==> config.mk <==
export PLATFORM = sky130hd
export DESIGN_NAME = fan_ctrl_sequencer
export DESIGN_NICKNAME = d
export VERILOG_FILES = /design/src/rtl/fan_ctrl_sequencer.sv
export SDC_FILE = /design/constraint.sdc
export NUM_CORES = 1
export LEC_CHECK = 0
export BUFFER_PORTS_ARGS = -buffer_cell sky130_fd_sc_hd__buf_2
export CAP_MARGIN = 20
export CORE_UTILIZATION = 63
export DETAILED_ROUTE_END_ITERATION = 10
export MAX_ROUTING_LAYER = met4
export PLACE_DENSITY = 0.85
export SETUP_SLACK_MARGIN = 0.2
export SYNTH_ARGS = -nofsm -noshare
export SYNTH_HDL_FRONTEND = slang
export SYNTH_SLANG_ARGS = --single-unit
export TNS_END_PERCENT = 5
==> constraint.sdc <==
create_clock -name clk -period 4.2 [get_ports clk]
set_input_delay 0.84 -clock clk [delete_from_list [all_inputs] [get_ports clk]]
set_output_delay 0.84 -clock clk [all_outputs]
set_load 0.1 [all_outputs]
==> src/rtl/fan_ctrl_sequencer.sv <==
// Fan control sequencer: gesture pulses -> speed, PWM duty, off-timer and breeze.
// Optional breeze modulation is compiled in with `define FAN_BREEZE_EN.
module fan_ctrl_sequencer #(
   parameter int unsigned TICKS_PER_SEC = 125_000_000,
   parameter int unsigned STEP_SEC      = 3600,
   parameter int unsigned BREEZE_SEC    = 2
) (
   input  logic        clk,
   input  logic        reset_n,
   input  logic        spd_single,
   input  logic        spd_long,
   input  logic        tmr_single,
   input  logic        tmr_double,
   input  logic        mode_single,
   output logic [1:0]  fan_speed,
   output logic [7:0]  pwm_duty,
   output logic [1:0]  timer_sel,
   output logic [15:0] remain_sec,
   output logic        breeze_en,
   output logic        expired
);

`ifdef FAN_BREEZE_EN
   localparam bit HAS_BREEZE = 1'b1;
`else
   localparam bit HAS_BREEZE = 1'b0;
`endif

   localparam int unsigned PW = (TICKS_PER_SEC > 1) ? $clog2(TICKS_PER_SEC) : 1;
   localparam int unsigned BW = (BREEZE_SEC > 1) ? $clog2(BREEZE_SEC) : 1;
   localparam logic [PW-1:0] PRESC_LAST  = PW'(TICKS_PER_SEC - 1);
   localparam logic [BW-1:0] BREEZE_LAST = BW'(BREEZE_SEC - 1);

   localparam logic [1:0] ST_OFF    = 2'd0;
   localparam logic [1:0] ST_RUN    = 2'd1;
   localparam logic [1:0] ST_TIMED  = 2'd2;
   localparam logic [1:0] ST_EXPIRE = 2'd3;

   logic [1:0]    state_q, state_d;
   logic [PW-1:0] presc_q, presc_d;
   logic [1:0]    speed_q, speed_d;
   logic [1:0]    sel_q, sel_d;
   logic [15:0]   remain_q, remain_d;
   logic          breeze_q, breeze_d;
   logic          phase_q, phase_d;
   logic [BW-1:0] bcnt_q, bcnt_d;
   logic          expired_q, expired_d;
   logic [7:0]    duty_q, duty_d;

   logic       sec_tick;
   logic       ev_long, ev_spd, ev_tdbl, ev_tsgl, ev_mode;
   logic       timer_ev;
   logic       expire_now;
   logic [1:0] sel_n;

   function automatic logic [7:0] duty_map(input logic [1:0] s);
      case (s)
         2'd1:    duty_map = 8'd85;
         2'd2:    duty_map = 8'd170;
         2'd3:    duty_map = 8'd255;
         default: duty_map = 8'd0;
      endcase
   endfunction

   assign sec_tick = (presc_q == PRESC_LAST);

   // Fixed-priority arbitration on the raw pulses; losers are dropped.
   assign ev_long = spd_long;
   assign ev_spd  = spd_single & ~spd_long;
   assign ev_tdbl = tmr_double & ~spd_long & ~spd_single;
   assign ev_tsgl = tmr_single & ~spd_long & ~spd_single & ~tmr_double;
   assign ev_mode = mode_single & ~spd_long & ~spd_single & ~tmr_double & ~tmr_single;

   // Events that rewrite the timer take precedence over a coincident countdown tick.
   assign timer_ev = ev_long
                   | (ev_tdbl && state_q == ST_TIMED)
                   | (ev_tsgl && state_q != ST_OFF);

   assign sel_n = sel_q + 2'd1;

   always_comb begin
      state_d    = state_q;
      speed_d    = speed_q;
      sel_d      = sel_q;
      remain_d   = remain_q;
      breeze_d   = breeze_q;
      phase_d    = phase_q;
      bcnt_d     = bcnt_q;
      expired_d  = 1'b0;
      expire_now = 1'b0;
      presc_d    = sec_tick ? '0 : presc_q + 1'b1;

      if (state_q == ST_EXPIRE) begin
         state_d = ST_OFF;
      end else begin
         if (breeze_q && sec_tick) begin
            if (bcnt_q == BREEZE_LAST) begin
               bcnt_d  = '0;
               phase_d = ~phase_q;
            end else begin
               bcnt_d = bcnt_q + 1'b1;
            end
         end

         if (state_q == ST_TIMED && sec_tick && !timer_ev) begin
            if (remain_q == 16'd1)
               expire_now = 1'b1;
            else if (remain_q != '0)
               remain_d = remain_q - 1'b1;
         end

         if (expire_now) begin
            state_d   = ST_EXPIRE;
            speed_d   = '0;
            sel_d     = '0;
            remain_d  = '0;
            breeze_d  = 1'b0;
            phase_d   = 1'b0;
            bcnt_d    = '0;
            expired_d = 1'b1;
         end else if (ev_long) begin
            state_d  = ST_OFF;
            speed_d  = '0;
            sel_d    = '0;
            remain_d = '0;
            breeze_d = 1'b0;
            phase_d  = 1'b0;
            bcnt_d   = '0;
         end else if (ev_spd) begin
            if (state_q == ST_OFF) begin
               state_d = ST_RUN;
               speed_d = 2'd1;
            end else begin
               speed_d = (speed_q == 2'd3) ? 2'd1 : speed_q + 2'd1;
            end
         end else if (ev_tdbl) begin
            if (state_q == ST_TIMED) begin
               state_d  = ST_RUN;
               sel_d    = '0;
               remain_d = '0;
            end
         end else if (ev_tsgl) begin
            if (state_q != ST_OFF) begin
               sel_d = sel_n;
               if (sel_n != 2'd0) begin
                  state_d  = ST_TIMED;
                  remain_d = 16'(32'(sel_n) * STEP_SEC);
                  presc_d  = '0;
               end else begin
                  state_d  = ST_RUN;
                  remain_d = '0;
               end
            end
         end else if (ev_mode && HAS_BREEZE && state_q != ST_OFF) begin
            breeze_d = ~breeze_q;
            phase_d  = 1'b0;
            bcnt_d   = '0;
         end
      end

      duty_d = (breeze_d && phase_d) ? (duty_map(speed_d) >> 1) : duty_map(speed_d);
   end

   always_ff @(posedge clk) begin
      if (!reset_n) begin
         state_q   <= ST_OFF;
         presc_q   <= '0;
         speed_q   <= '0;
         sel_q     <= '0;
         remain_q  <= '0;
         breeze_q  <= 1'b0;
         phase_q   <= 1'b0;
         bcnt_q    <= '0;
         expired_q <= 1'b0;
         duty_q    <= '0;
      end else begin
         state_q   <= state_d;
         presc_q   <= presc_d;
         speed_q   <= speed_d;
         sel_q     <= sel_d;
         remain_q  <= remain_d;
         breeze_q  <= breeze_d;
         phase_q   <= phase_d;
         bcnt_q    <= bcnt_d;
         expired_q <= expired_d;
         duty_q    <= duty_d;
      end
   end

   assign fan_speed  = speed_q;
   assign pwm_duty   = duty_q;
   assign timer_sel  = sel_q;
   assign remain_sec = remain_q;
   assign breeze_en  = breeze_q;
   assign expired    = expired_q;

endmodule

; ---- Word level (Yosys, flattened, before mapping)
; Index checks and enable logic that the tools add are counted.
[totals]
inputBits = 7
word_cells = 124
regBits = 61
output_inout_bits = 30
[op_classes]
reduce_logical = 21
bitwise = 14
n_eq_ne = 12
n_addsub = 5
mul = 1
n_mux = 60
[ops]
columns = op, count
row1 = 27-bit 2-to-1 mux, 9
row2 = 16-bit 2-to-1 mux, 10
row3 = 2-bit 2-to-1 mux, 22
row4 = 27-bit by 1-bit adder with 27-bit output (second input constant), 1
row5 = 27-bit == test (second input constant), 1
row6 = 8-bit one-hot mux with 3 select lines, 1
row7 = 16-bit by 1-bit == test with 1-bit output (second input constant), 1
row8 = 1-bit 2-to-1 mux, 16
row9 = 16-bit nonzero test, 1
row10 = 16-bit by 1-bit subtractor with 16-bit output (second input constant), 1
row11 = 14-bit 2-to-1 mux, 1
row12 = 2-bit == test (second input constant), 5
row13 = 2-bit by 8-bit multiplier with 10-bit output (second input constant), 1
row14 = 5-bit nonzero test, 2
row15 = 4-bit by 2-bit inequality test with 1-bit output (second input constant), 2
row16 = 4-bit nonzero test, 2
row17 = 7-bit 2-to-1 mux, 1
row18 = 1-bit AND, 6
row19 = 1-bit logical AND, 6
row20 = 1-bit NOT, 6
row21 = 5-bit by 3-bit inequality test with 1-bit output (second input constant), 1
row22 = 5-bit AND reduction, 1
row23 = 2-bit by 1-bit adder with 2-bit output (second input constant), 2
row24 = 4-bit AND reduction, 1
row25 = 10 further kinds, 13

; ---- Longest topological paths before layout
; Gate-level depths: netlist of run 1.
[logic_depth]
depth_word = 15
ltp_mapped = 9
ltp_nobuf = 8

; ---- Worst setup path before layout of run 1
; Ideal clock, no wire load.
[synth_path]
path_type = register to register
start = reg remain_q[0], in the netlist remain_sec[0]
end = reg sel_q[1], in the netlist timer_sel[1]
setup_time_ns = 0.072
n_path_buf = 0
t_arrival_ns = 2.873
t_required_ns = 4.128
stages_incl_launch_ff = 8
path_slack_ns = 1.255
synth_period_minus_slack_ns = 2.945
path_cell_list = dfxtp_1 > ha_1 > nor3b_1 > nand4_2 > nor4_4 > o31ai_2 > or4_1 > a21oi_1
[synth_via]
elab_chain_cells = 6
word_cells_on_any_way = 10
classes_between = eq/ne: 3 / mux: 4 / reduce/logical: 3
[synth_rtl]
columns = item, line
row1 = "start, declared", 43  ; logic [15:0] remain_q, remain_d;
row2 = "start signal, assigned", 181  ; remain_q <= remain_d;
row3 = 16-bit by 1-bit == test with 1-bit output (*), 106  ; if (remain_q == 16'd1)
row4 = 1-bit 2-to-1 mux (*), 106
row5 = 1-bit 2-to-1 mux (*), 105  ; if (state_q == ST_TIMED && sec_tick && !timer_ev) begin
row6 = 1-bit 2-to-1 mux (*), 93  ; if (state_q == ST_EXPIRE) begin
row7 = "4-bit by 2-bit inequality test with 1-bit output (no line), or another cell as far along", -
row8 = 5-bit AND reduction (no line), -
row9 = "end signal, assigned", 180  ; sel_q <= sel_d;
row10 = "end, declared", 42  ; logic [1:0] sel_q, sel_d;
; Mark *: on every way between the ends. The rest lies on a longest branch, timed or not. The select of a mux whose other input is x is not followed.
; A chain may end at the register's enable or synchronous reset.

; ---- Worst setup path in the final report of run 1
[layout_path]
start = reg remain_q[0], in the netlist remain_sec[0]
end = reg remain_q[4], in the netlist remain_sec[4]
[layout_via]
elab_chain_cells = 10
word_cells_on_any_way = 16
classes_between = add/sub: 1 / eq/ne: 1 / mux: 13 / reduce/logical: 1
[layout_rtl]
columns = item, line
row1 = 16-bit by 1-bit subtractor with 16-bit output or 16-bit nonzero test (tied branches), "109, 108"
row2 = 16-bit 2-to-1 mux, 108  ; else if (remain_q != '0)
row3 = 16-bit 2-to-1 mux, 106
row4 = 16-bit 2-to-1 mux, 105
row5 = 16-bit 2-to-1 mux, 143  ; if (state_q != ST_OFF) begin
row6 = 16-bit 2-to-1 mux, 142  ; end else if (ev_tsgl) begin
row7 = 16-bit 2-to-1 mux, 136  ; end else if (ev_tdbl) begin
row8 = 16-bit 2-to-1 mux, 129  ; end else if (ev_spd) begin
row9 = 16-bit 2-to-1 mux, 121  ; end else if (ev_long) begin
row10 = 16-bit 2-to-1 mux (*), 112  ; if (expire_now) begin
; Marks and branches as above.

==> impl_metrics.toml, run 1 <==
[status]
outcome = "finished clean"

[yosys]
synth_warnings = 0
syn_area_mm2 = 0.00336
synth_top_area_cell = "dfxtp_1"
ys.flop_type = "dfxtp_1"
syn_avg_cell_area_um2 = 8.21
syn_inst = 410
synth-seq-area-share = 0.333
synth_edf_count = 0
netlist-cell-type-count = 62
synth-seq-cells = 56
yosys.area.top_type_share = 0.333
ys_top_cells_by_area = "dfxtp_1 33%, nor2_1 6.1%, xor2_1 6.0%, nand2_1 3.6%, nand3_1 3.0%"
synth_fp_nets = 424
async_flop_share = 0

[timing]
setup_viol = 0
setup_ws_ps = 1470
rsz0062_at_grt = "false"
max_freq_mhz = 366
max_slew_margin = 0.411
finalHoldViolCount = 0
min_period_ps = 2730
finalMaxSlewViolations = 0
min_period_over_period = 0.650
tightest_slew_ps = 883
clock_skew_ps = 9.64
setup_tns_ps = 0

[clock_tree]
clockRootBuffer = "clkbuf_8"
cts_tree = "built"
numCtsBuffers = 5
h-tree-depth = 2
cts.sinks = 56
cts.path.max_buffers = 2
worstSkewPairLatency_ps = 320
post_cts_buffers = 0
clkTransAtPathRegs_ps = 110
cts_hold_buffers = 0
cts_resized = 0

[final_layout]
multi_input_area_mm2 = 0.00209
nets = 450
syn_to_final_growth_pct = 8.40
n_antenna_cell = 0
register_area_mm2 = 0.00112
fill_cells = 456
drive_above_1_share = 0.149

[power]
p_sw_frac = 0.312
powerDensity_mw_per_mm2 = 278
pwr-share-clk = 0.311
cellInternalPower_w = 0.000699
p_leak_nw = 1.46
seqPwrFrac = 0.542
ir_drop_mv = 0.233
power_frac_comb = 0.147
finalPower_w = 0.00102
power_switching_w = 0.000317

[global_route]
grt_usage = 0.316
antenna_found_initial = 0
grt_pass1_wl_um = 13200
grt_max_degree = 28
grt.overflow.total = 0
grt_pass1_vias = 2819

[run]
drv_cap = 0

[min_path]
holdPathStages = 1
hold_class = "register to register"
worstHoldStart = "presc_q[0]"

[critical_path]
r2r-start = "remain_sec[0]"
reg2regPathDepth = 8
crit_path_end_kind = "register"
crit_fanout = 10
crit_type = "register to register"
cp.required_ps = 4410
cp_data_arrival_time_ps = 2940
worstSetupStartpointType = "register"
crit_start = "remain_sec[0]"

[detailed_routing]
viasPerCell = 6.42
dr.pass1.iters = 7
drc = 0
wl_um = 8350
drtIter0Drc = 311
wl_per_cell_um = 16.5
num_vias = 3257
ant_nets = 0

[place]
dp_hpwl_um = 6080
dp_slack_ps = 1220
gp_congestion = 0.948
port-buffer-count = 35

[floorplan]
die_area_mm2 = 0.00564
dieWidth_um = 75.1
core_mm2 = 0.00514
io_pins = 37
rows = 26
die_y_um = 75.1
initial_core_util = 0.655
-- cells in the mapped netlist (all sizes together) (2+ instances only) --
cell	count
dfxtp	56
nor2	56
nand2	32
xor2	23
nand3	20
nor3	19
nand4	18
a21oi	17
inv	14
o21ai	11
buf	10
nor4	10
clkbuf	9
and3	8
and4	7
ha	7
xnor2	7
or3	6
a31oi	5
and2	5
nor4b	5
or4	5
a22o	4
nand2b	4
nand4b	4
nor2b	4
nor3b	4
a211oi	3
mux2i	3
o211ai	3
o22ai	3
a311oi	2
a32oi	2
and4b	2
mux2	2
o41a	2
or3b	2
-- power by group through the flow --
stage / registers, W / logic [W] / clock network, W
finish: 0.000551 / 0.000149 / 0.000316
global route: 0.000552 / 0.000160 / 0.000343
CTS: 0.000550 / 0.000147 / 0.000321
detailed placement: 0.000563 / 0.000146 / 0
global placement: 0.000562 / 0.000144 / 0
floorplan: 0.000591 / 0.0000904 / 0
-- state kept, by name, summed over array words and instances, names as in the netlist --
register    count
expired         1
state_q         2
breeze_en       1
pwm_duty        3
phase_q         1
presc_q        27
remain_sec     16
fan_speed       2
bcnt_q          1
timer_sel       2
-- logic make-up (layout without fill, tap and decap cells) --
kind of cell    count (synthesis)  count (layout)  synth area share
compound gates                 63              63             0.131
xor+xnor                       30              30            0.0781
fa+ha+maj                       8               8            0.0290
buf+inv                        34              61            0.0446
flops                          56              56             0.333
mux                             5               5            0.0156
simple gates                  214             214             0.369
-- cell usage in the layout (no fill, tap or decap), drive strengths merged, types with 2 or more instances in the layout --
cell type,netlist,routed
nand3,20,20
a32oi,2,2
or3b,2,2
nor2,56,56
a21oi,17,17
nor4b,5,5
or4,5,5
or3,6,6
o41a,2,2
and4b,2,2
mux2,2,2
nor3b,4,4
nand4,18,18
clkbuf,9,5
mux2i,3,3
o211ai,3,3
a22o,4,4
a211oi,3,3
and3,8,8
inv,14,16
nand4b,4,4
dfxtp,56,56
nor3,19,19
o22ai,3,3
xor2,23,23
a31oi,5,5
nor2b,4,4
a311oi,2,2
nor4,10,10
nand2,32,32
xnor2,7,7
and2,5,5
and4,7,7
o21ai,11,11
nand2b,4,4
ha,7,7
buf,10,38
-- final cells by class --
cell class,instances,area share
well taps,70,0.0240
flip-flops and latches,56,0.307
repair buffers,38,0.0535
inverters,15,0.0154
clock buffers,5,0.0189
clock inverters,3,0.00686
multi-input cells,320,0.574
-- critical path, cell delays in order, from the launching register on --
cell,delay [ps]
dfxtp_1,480
ha_1,300
nor3b_1,330
nand4_2,170
nor4_4,570
nor3_1,160
buf_2,220
a311oi_1,280
o22ai_1,110
-- worst paths after layout --
path / to / slack (ps)
worst max register to register: remain_sec[4] / 1470
worst min-delay path: presc_q[0] / 470
worst min register to register: presc_q[0] / 470
worst max-delay path: remain_sec[4] / 1470
-- metrics by stage --
stage               instances   util  hold WS [ps]  area [um^2]
floorplan                 410      -           426         3360
global placement          498  0.690           437         3550
detailed placement        498  0.690           448         3550
CTS                       506  0.709           475         3640
global route              507  0.710           509         3650
finish                    507  0.710           468         3650
-- metal layers --
metal  track usage  share of wire  vias to the layer above
met4        0.0901          0.019                        0
met1         0.426           0.45                     1523
li1              -              -                     1558
met3        0.0602          0.074                       25
met2         0.482           0.45                      151
met5             -              0                        -
Note: power is estimated with default switching activity, not from simulation.
==> inputs of run 2 (changes only) <==
--- a/config.mk
+++ b/config.mk
@@ -7,10 +7,10 @@
 export LEC_CHECK = 0
 export BUFFER_PORTS_ARGS = -buffer_cell sky130_fd_sc_hd__buf_2
 export CAP_MARGIN = 20
-export CORE_UTILIZATION = 63
+export CORE_UTILIZATION = 53
 export DETAILED_ROUTE_END_ITERATION = 10
 export MAX_ROUTING_LAYER = met4
-export PLACE_DENSITY = 0.85
+export PLACE_DENSITY = 0.76
 export SETUP_SLACK_MARGIN = 0.2
 export SYNTH_ARGS = -nofsm -noshare
 export SYNTH_HDL_FRONTEND = slang
==> constraint.sdc (replaced) <==
create_clock -name clk -period 2.25 [get_ports clk]
set_input_delay 0.45 -clock clk [delete_from_list [all_inputs] [get_ports clk]]
set_output_delay 0.45 -clock clk [all_outputs]
set_load 0.1 [all_outputs]
==> run 2 against run 1 <==
  * Combinational power is 140% higher
  * Clock power is 110% higher
  * First-iteration DRC count is 50% lower
  * Non-clock buffer count is 62 higher
  * Final cell count is 13% higher
  * Wire length is 10% higher
  * Via count is 4.4% higher
  * Global-route usage is 1.1 points lower
  * Power is 100% higher
  * Flip-flop and latch count stayed put
  * Register-to-register slack worse by 1400 ps
  * Cell area is 18% higher
  * Critical endpoint unchanged
  * Highest routed layer unchanged
==> impl_metrics.toml, run 2 (synthesis results as in run 1) <==
[status]
outcome = "finished clean"

[final_layout]
fill_cells = 490
final_common_cell = "buf_4"
nets = 512
final_util = 0.712
n_antenna_cell = 0
largest_reg_flops = 27
layout_common_cells = "63 x buf_4, 54 x nor2_1, 37 x dfxtp_1"
syn_to_final_growth_pct = 27.6
drive_above_1_share = 0.323
top_register = "presc_q"
layout.cells.non_filler = 574
finalInstanceArea_mm2 = 0.00429

[power]
power_switching_w = 0.000592
p_leak_nw = 1.82
p_sw_frac = 0.289
seqPwrFrac = 0.498
finalPower_w = 0.00205
ir_drop_mv = 0.366
powerDensity_mw_per_mm2 = 478
cellInternalPower_w = 0.00146
power_frac_comb = 0.173
pwr-share-clk = 0.329

[timing]
max_freq_mhz = 463
clock_skew_ps = 11.6
setup_viol = 0
tightest_slew_ps = 595
finalHoldViolCount = 0
min_period_over_period = 0.960
finalMaxSlewViolations = 0
rsz0062_at_grt = "true"
max_slew_margin = 0.601
min_period_ps = 2160

[critical_path]
cp_data_arrival_time_ps = 2360
crit_start = "presc_q[19]"
worstSetupStartpointType = "register"
crit_family = "simple AND/OR/NAND/NOR gates"
crit_path_end_kind = "register"
crit_cells = 7
crit_slowest_cell = "dfxtp_1"
cpMostUsedCell = "nand4_1"
crit_fanout = 11
reg2reg_slack_ps = 90
r2r_end = "remain_sec[4]"
endpoint = "remain_sec[4]"
path_buf_inv = 1
cp.required_ps = 2450
crit_type = "register to register"
slowest_delay_ps = 370
r2r-start = "presc_q[19]"
crit_chain = "nor4b_1 -> nand4_1 -> nor3_2 -> buf_4 -> nand4_1 -> a311oi_1 -> o22ai_1"
reg2regPathDepth = 7

[global_route]
grt_pass1_wl_um = 15300
grt_max_degree = 28
antenna_found_initial = 0
grt_pass1_vias = 3258
grt_usage = 0.305
grt.overflow.total = 0

[run]
drv_cap = 0

[clock_tree]
numCtsBuffers = 5
h-tree-depth = 2
clockRootBuffer = "clkbuf_8"
clkTransAtPathRegs_ps = 100
cts_hold_buffers = 0
cts.path.max_buffers = 2
cts_tree = "built"
cts.sinks = 56
worstSkewPairLatency_ps = 310

[floorplan]
initial_core_util = 0.558
rows = 28
core_mm2 = 0.00603
die_y_um = 81.7
die_area_mm2 = 0.00667
dieWidth_um = 81.7
io_pins = 37

[place]
port-buffer-count = 35
dp_hpwl_um = 6860
gp_congestion = 0.911
placed_area_mm2 = 0.00402
dp.cells = 556

[detailed_routing]
viasPerCell = 5.92
ant_nets = 0
wl_um = 9220
drc = 0
wl_per_cell_um = 16.1
drtIter0Drc = 156
num_vias = 3400
dr.pass1.iters = 4

[min_path]
hold_class = "input port to register"
-- run 2: cell count changes in the layout (fill, tap and decap cells not counted), moves of 2 or more --
cell / previous run / this run
dfxtp_2: 0 / 17
nor3_1: 18 / 14
a21oi_2: 0 / 2
a21oi_1: 17 / 15
inv_6: 2 / 0
nor3_2: 1 / 5
dfxtp_4: 0 / 2
nor3b_1: 4 / 2
dfxtp_1: 56 / 37
buf_4: 2 / 63
-- run 2: timing repair --
item / 4_1_cts / 5_1_grt
buffers inserted: 8 / 2
pin swaps: 7 / 8
hold endpoints to repair: 0 / 0
setup endpoints to repair: 23 / 26
resized for setup: 12 / 8
-- run 2: area by class of cell --
class                      instances  area [um^2]  share of cell area
tap                               75         93.8              0.0219
inverter                          15         58.8              0.0137
timing repair buffer             100          679               0.158
clock inverter                     3         42.5             0.00991
sequential                        56         1150               0.268
multi-input combinational        320         2200               0.512
clock buffer                       5         68.8              0.0160
-- run 2: how the worst min path moves through the flow --
stage | to | cells after the start | from | slack (ps)
finish | remain_sec[0] | 3 | reset_n | 470
CTS | remain_sec[0] | 3 | reset_n | 460
floorplan | presc_q[0] | 1 | presc_q[0] | 430
global route | remain_sec[11] | 3 | reset_n | 490
detailed placement | remain_sec[15] | 1 | remain_sec[15] | 470
global placement | remain_sec[15] | 1 | remain_sec[15] | 470
-- run 2: power groups by stage --
stage | Clock, W | Combinational (W) | Sequential [W]
floorplan | 0 | 0.000169 | 0.00110
global placement | 0 | 0.000333 | 0.00104
detailed placement | 0 | 0.000340 | 0.00104
CTS | 0.000685 | 0.000348 | 0.00102
global route | 0.000731 | 0.000383 | 0.00102
finish | 0.000674 | 0.000356 | 0.00102
-- run 2: metrics by stage --
step / TNS [ps] / setup slack, ps / hold slack, ps
2_1_floorplan: 0 / 25.6 / 426
3_3_place_gp: 0 / 42.3 / 469
3_5_place_dp: 0 / 5.81 / 470
4_1_cts: 0 / 130 / 455
5_1_grt: -90.5 / -26.5 / 487
6_report: 0 / 91.1 / 469
-- run 2: worst register-to-register path: stages (launching register included) --
cell,delay [ps]
dfxtp_1,370
nor4b_1,360
nand4_1,290
nor3_2,240
buf_4,210
nand4_1,180
a311oi_1,300
o22ai_1,110
-- run 2: per-layer routing --
metal  wire length, um  GRT usage
met1              3990      0.359
met2              4730      0.523
met3               390     0.0544
met4               122      0.104
met5                 0          -
